File: src/rtl/load_store_unit.sv
// Load/store unit: one byte/half/word request at a time between the memory
// stage and a word-addressed data memory. Sub-word stores are done as a
// read-modify-write; loads are lane-extracted and zero/sign-extended.
module load_store_unit #(
    parameter int MEM_WORDS = 65
) (
    input  logic        clk,
    input  logic        rst,
    input  logic        req_valid,
    output logic        req_ready,
    input  logic        req_we,
    input  logic [1:0]  req_size,
    input  logic        req_signed,
    input  logic [31:0] req_addr,
    input  logic [31:0] req_wdata,
    output logic        resp_valid,
    output logic [31:0] resp_rdata,
    output logic        resp_err,
    output logic        mem_we,
    output logic [31:0] mem_a,
    output logic [31:0] mem_wd,
    input  logic [31:0] mem_rd
);

    typedef enum logic [1:0] {
        IDLE,
        ACCESS,
        MERGE,
        RESP
    } state_t;

    localparam logic [29:0] WORD_LIMIT = 30'(MEM_WORDS);

    state_t      state;
    logic [31:0] addr_q;
    logic [31:0] wdata_q;
    logic [1:0]  size_q;
    logic        signed_q;
    logic        we_q;

    logic        req_error;
    logic [4:0]  byte_shamt;
    logic [4:0]  half_shamt;
    logic [31:0] byte_shifted;
    logic [31:0] half_shifted;
    logic [31:0] load_value;
    logic [31:0] merged_word;

    // Reject illegal size, misalignment and out-of-range word index at accept time
    always_comb begin
        req_error = 1'b0;
        if (req_size == 2'b11)
            req_error = 1'b1;
        else if (req_size == 2'b01 && req_addr[0])
            req_error = 1'b1;
        else if (req_size == 2'b10 && req_addr[1:0] != 2'b00)
            req_error = 1'b1;
        else if (req_addr[31:2] >= WORD_LIMIT)
            req_error = 1'b1;
    end

    // Little-endian lane extraction for loads and lane replacement for sub-word stores
    always_comb begin
        byte_shamt   = {addr_q[1:0], 3'b000};
        half_shamt   = {addr_q[1], 4'b0000};
        byte_shifted = mem_rd >> byte_shamt;
        half_shifted = mem_rd >> half_shamt;
        load_value   = mem_rd;
        merged_word  = mem_rd;
        case (size_q)
            2'b00: begin
                load_value  = {{24{signed_q & byte_shifted[7]}}, byte_shifted[7:0]};
                merged_word = (mem_rd & ~(32'h0000_00FF << byte_shamt))
                            | ({24'b0, wdata_q[7:0]} << byte_shamt);
            end
            2'b01: begin
                load_value  = {{16{signed_q & half_shifted[15]}}, half_shifted[15:0]};
                merged_word = (mem_rd & ~(32'h0000_FFFF << half_shamt))
                            | ({16'b0, wdata_q[15:0]} << half_shamt);
            end
            default: begin
                load_value  = mem_rd;
                merged_word = mem_rd;
            end
        endcase
    end

    // Request sequencer: all handshake and memory-port outputs are registered here
    always_ff @(posedge clk or posedge rst) begin
        if (rst) begin
            state      <= IDLE;
            req_ready  <= 1'b1;
            resp_valid <= 1'b0;
            resp_rdata <= 32'h0;
            resp_err   <= 1'b0;
            mem_we     <= 1'b0;
            mem_a      <= 32'h0;
            mem_wd     <= 32'h0;
            addr_q     <= 32'h0;
            wdata_q    <= 32'h0;
            size_q     <= 2'b00;
            signed_q   <= 1'b0;
            we_q       <= 1'b0;
        end else begin
            case (state)
                IDLE: begin
                    if (req_valid && req_ready) begin
                        addr_q    <= req_addr;
                        wdata_q   <= req_wdata;
                        size_q    <= req_size;
                        signed_q  <= req_signed;
                        we_q      <= req_we;
                        req_ready <= 1'b0;
                        if (req_error) begin
                            resp_valid <= 1'b1;
                            resp_err   <= 1'b1;
                            resp_rdata <= 32'h0;
                            state      <= RESP;
                        end else begin
                            mem_a  <= {req_addr[31:2], 2'b00};
                            mem_we <= req_we && (req_size == 2'b10);
                            if (req_we && req_size == 2'b10)
                                mem_wd <= req_wdata;
                            state  <= ACCESS;
                        end
                    end
                end
                ACCESS: begin
                    if (!we_q) begin
                        resp_valid <= 1'b1;
                        resp_rdata <= load_value;
                        state      <= RESP;
                    end else if (size_q == 2'b10) begin
                        mem_we     <= 1'b0;
                        resp_valid <= 1'b1;
                        resp_rdata <= 32'h0;
                        state      <= RESP;
                    end else begin
                        mem_we <= 1'b1;
                        mem_wd <= merged_word;
                        state  <= MERGE;
                    end
                end
                MERGE: begin
                    mem_we     <= 1'b0;
                    resp_valid <= 1'b1;
                    resp_rdata <= 32'h0;
                    state      <= RESP;
                end
                RESP: begin
                    resp_valid <= 1'b0;
                    resp_err   <= 1'b0;
                    resp_rdata <= 32'h0;
                    req_ready  <= 1'b1;
                    state      <= IDLE;
                end
                default: begin
                    state <= IDLE;
                end
            endcase
        end
    end

endmodule

File: config.mk
export PLATFORM = sky130hd
export DESIGN_NAME = load_store_unit
export DESIGN_NICKNAME = d
export VERILOG_FILES = /design/src/rtl/load_store_unit.sv
export SDC_FILE = /design/constraint.sdc
export NUM_CORES = 1
export LEC_CHECK = 0
export ABC_AREA = 1
export BUFFER_PORTS_ARGS = -buffer_cell sky130_fd_sc_hd__buf_2
export CELL_PAD_IN_SITES_DETAIL_PLACEMENT = 0
export CELL_PAD_IN_SITES_GLOBAL_PLACEMENT = 1
export CORE_MARGIN = 2
export CORE_UTILIZATION = 40
export DETAILED_ROUTE_END_ITERATION = 10
export HOLD_SLACK_MARGIN = 0.15
export PLACE_DENSITY = 0.95
export SLEW_MARGIN = 20
export SYNTH_ARGS = -nofsm -noshare
export SYNTH_HDL_FRONTEND = slang
export SYNTH_SLANG_ARGS = --single-unit
File: constraint.sdc
create_clock -name clk -period 9.44 [get_ports clk]
set_clock_uncertainty 0.05 [all_clocks]
set_input_delay 1.416 -clock clk [delete_from_list [all_inputs] [get_ports clk]]
set_output_delay 1.416 -clock clk [all_outputs]
set_load 0.01 [all_outputs]
==> out/qor_table.md <==
| Result | This run | Unit |
| --- | --- | --- |
| Estimated wirelength of the detail-placed design | 16500 | µm |
| Area of the core region | 17800 | µm² |
| Arr. time, crit path | 3.60 | ns |
| Post-layout instance count excluding filler cells | 1403 | - |
| Cell Area, Synth | 7190 | µm² |
| CTS root buffer | clkbuf_16 | - |
| Filler instances | 1819 | - |
| Leading area contributor after synthesis | dfrtp_1 | - |
| Minimum hold slack | 0.410 | ns |
| Worst IR Drop VDD | 0.188 | mV |
| Synth async-reset ratio | 100 | % |
| Final worst-path cycle share | 35.4 | % |
| Share of cells above drive strength 1 | 24.6 | % |
| Number of placement rows | 49 | - |
| Slowest stage cell, crit path | buf_4 | - |
| Number of H-tree levels | 4 | - |
| Outcome | completed | - |
| Post-Route WL | 22600 | µm |
| Area contributors post-synth | dfrtp_1 (42%), nand2_1 (19%), nand3_1 (7.5%) | - |
| Clock transition at the registers of the reported paths | 0.06 | ns |
| Crit-path most repeated cell | nand2_1 | - |
| RD Place Congestion | 0.941 | - |
| Register bit total from synthesis | 122 | - |
| CTS Buffer Depth | 2 | - |
| GRT Overall Usage | 23.7 | % |
| Number of port buffers | 200 | - |
| Remaining max-slew budget at the tightest pin | 32.8 | % |
| Die Outline Area | 19100 | µm² |
| Post-CTS Resized | 0 | - |
| Die W | 138 | µm |
| Mean instance size in the synthesized netlist | 7.21 | µm² |
| Number of warnings issued by yosys | 0 | - |
| Per-cell routed wire length | 16.1 | µm |
| RSZ-0062 raised after global routing | false | - |
| Worst-skew pair later-pin latency | 0.42 | ns |
| Overflow after GRT | 0 | - |
| # IOs | 203 | - |
| First-pass GRT wire length | 36300 | µm |
| Clock tree sinks | 122 | - |
| Post-detailed-route DRC marker count | 0 | - |
| Total negative setup slack | 0 | ns |
| Portion of the post-synthesis area used by sequential elements | 42.5 | % |
| Remaining antenna violation count after routing | 0 | - |
| Worst setup margin | 6.10 | ns |
| Power consumption | 2.88 | mW |
| Largest fanout on the critical path | 76 | - |
| Critical path start-end classification | register to register | - |
| TritonCTS clock tree | yes | - |
| Effective utilization at floorplan | 40.5 | % |
| Post-Syn Instances | 997 | - |
| Via count normalized by instance count | 5.13 | - |
| Ordered cell list for the critical path | inv_1 -> ha_2 -> buf_4 -> inv_2 -> nand2_1 -> o21ai_2 -> a211oi_4 -> buf_4 -> nand2_4 -> nand2_1 -> nand2_1 | - |
| Fraction of synthesized cell area taken by the top area cell type | 42.1 | % |
| Max-cap violation count | 0 | - |
| Via count | 7200 | - |
| Number of enable flip-flop cells after synthesis | 0 | - |
| Type of element launching the critical path | register | - |
| Worst Hold Class | register to register | - |
| Pin slew with the least headroom to its limit | 1.00 | ns |
| Cell leakage power | 4.94 | nW |
| Critical Path Max Stage Delay | 0.65 | ns |
| Crit path required time | 9.70 | ns |
| Critical path capture point type | register | - |
| Count of unique library cells instantiated by Yosys | 36 | - |
| Maximum clock frequency | 299 | MHz |
| Final number of max-transition violations | 0 | - |
| Post-CTS setup repair buffer count | 0 | - |
| Setup violations, final | 0 | - |
| Final Net Count | 1269 | - |
| Total iterations of the first detailed-routing run | 7 | - |
| Most used DFF post-synth | dfrtp_1 | - |
| Number of antenna violations at the first check in global routing | 0 | - |
| Number of buffers added by the clock tree synthesis step | 17 | - |
| Vias in the first global route | 6636 | - |
| Initial DRC count | 792 | - |
| Pin count of the biggest net entering global routing | 77 | - |
| Total instance count after detailed placement | 1372 | - |
| Total of hold buffers inserted after clock tree synthesis | 0 | - |
| Cell Pwr Density | 328 | nW/µm² |
| Synthesis-to-layout area growth | 22.1 | % |
| Height of the die | 138 | µm |
| Post-layout minimum cycle time | 3.34 | ns |
| Fin. Hold Viols | 0 | - |
| Worst slack at placement | 6.03 | ns |
| Antenna cells | 0 | - |
==> per-stage QoR <==
| stage | area, µm² | util, % |
|---|---|---|
| global placement | 8180 | 46.0 |
| floorplan | 7200 | - |
| CTS | 8780 | 49.4 |
| finish | 8780 | 49.4 |
| global route | 8780 | 49.4 |
| detailed placement | 8180 | 46.0 |
==> worst paths after layout <==
path | slack (ns) | startpoint | end | cells after the start
setup / recovery | 6.10 | state[1]$_DFFE_PP0P_ | mem_wd[1]$_DFFE_PP0P_ | 11
hold / removal | 0.41 | mem_a[27]$_DFFE_PP0P_ | mem_a[27]$_DFFE_PP0P_ | 2
setup reg to reg | 6.10 | state[1]$_DFFE_PP0P_ | mem_wd[1]$_DFFE_PP0P_ | 11
hold reg to reg | 0.41 | mem_a[27]$_DFFE_PP0P_ | mem_a[27]$_DFFE_PP0P_ | 2
max in group asynchronous | 6.91 | rst | we_q$_DFFE_PP0P_ | 3
min in group asynchronous | 1.06 | rst | resp_rdata[28]$_DFFE_PP0P_ | 2
==> flip-flops by register name, indices dropped and copies added (netlist names) <==
signal      flops
addr_q          2
mem_a          30
mem_wd         32
mem_we          1
req_ready       1
resp_err        1
resp_rdata     32
resp_valid      1
signed_q        1
size_q          2
state           2
wdata_q        16
we_q            1
==> layout by cell type (no fill, tap or decap), drive strengths merged <==
master,Yosys,layout
dfrtp,121,121
dfstp,1,1
nor2,55,55
o22ai,14,14
a211oi,1,1
buf,48,207
nand3b,8,8
clkinv,1,8
clkinvlp,0,1
bufinv,0,3
clkbuf,14,18
a22o,1,1
nand3,108,108
or2,3,3
ha,4,4
nand4,17,17
conb,1,2
a31oi,7,7
nand2,369,369
a21oi,25,25
inv,99,101
o21ai,87,87
o211ai,13,13
==> critical path: cells and delay by family (launching register included) <==
family                   cells  cell delay, ns
adder cells (fa/ha/maj)      1            0.18
AND/OR/NAND/NOR              4            0.70
buffers and inverters        4            1.58
flip-flops                   1            0.41
AO/OA/AOI/OAI                2            0.27
==> cells by family (layout without fill, tap and decap cells) <==
logic type | count (synthesis) | in the layout | synth area share (%)
and+or+nand+nor | 560 | 560 | 34.2
buffers and inverters | 162 | 338 | 10.5
AOI/OAI and AO/OA | 148 | 148 | 12.0
DFF | 122 | 122 | 42.5
adders and majority gates | 4 | 4 | 0.696
other | 1 | 2 | 0.0521
==> synthesized netlist by cell type (2+ instances only) <==
| cell | count |
|---|---|
| o211ai_1 | 13 |
| clkbuf_1 | 14 |
| nand3_1 | 108 |
| nand4_1 | 7 |
| nor2_1 | 52 |
| nand4_2 | 10 |
| o22ai_1 | 14 |
| buf_1 | 4 |
| nand2_1 | 360 |
| o21ai_1 | 33 |
| buf_2 | 26 |
| nor2_4 | 2 |
| nand2_2 | 5 |
| ha_1 | 4 |
| or2_2 | 3 |
| dfrtp_1 | 121 |
| nand3b_1 | 8 |
| inv_2 | 6 |
| inv_1 | 91 |
| buf_4 | 9 |
| o21ai_0 | 42 |
| nand2_4 | 3 |
| o21ai_2 | 12 |
| a21oi_1 | 25 |
| a31oi_1 | 7 |
| buf_6 | 8 |
==> power breakdown <==
group	internal, mW	leakage (nW)	switching (mW)	total [mW]
registers	0.689	1.60	0.132	0.821
logic	0.429	3.04	0.955	1.38
clock network	0.423	0.297	0.253	0.676
==> layer usage <==
layer	part of all wire (%)	vias to the layer above	global-route usage, %	routed length (µm)
met5	0	-	0	0
met2	42	315	33.5	9510
met3	9.2	31	5.75	2070
li1	-	3538	-	-
met1	47	3316	36.3	10700
met4	1.6	0	6.18	354
==> area by class of cell <==
type	count	area, µm²	share of cell area, %
tap	229	287	3.26
timing repair buffer	207	1050	12.0
clock buffer	18	439	5.00
multi-input combinational	714	3400	38.7
sequential	122	3050	34.8
inverter	100	385	4.39
clock inverter	13	169	1.92
Note: power is estimated with default switching activity, not from simulation.
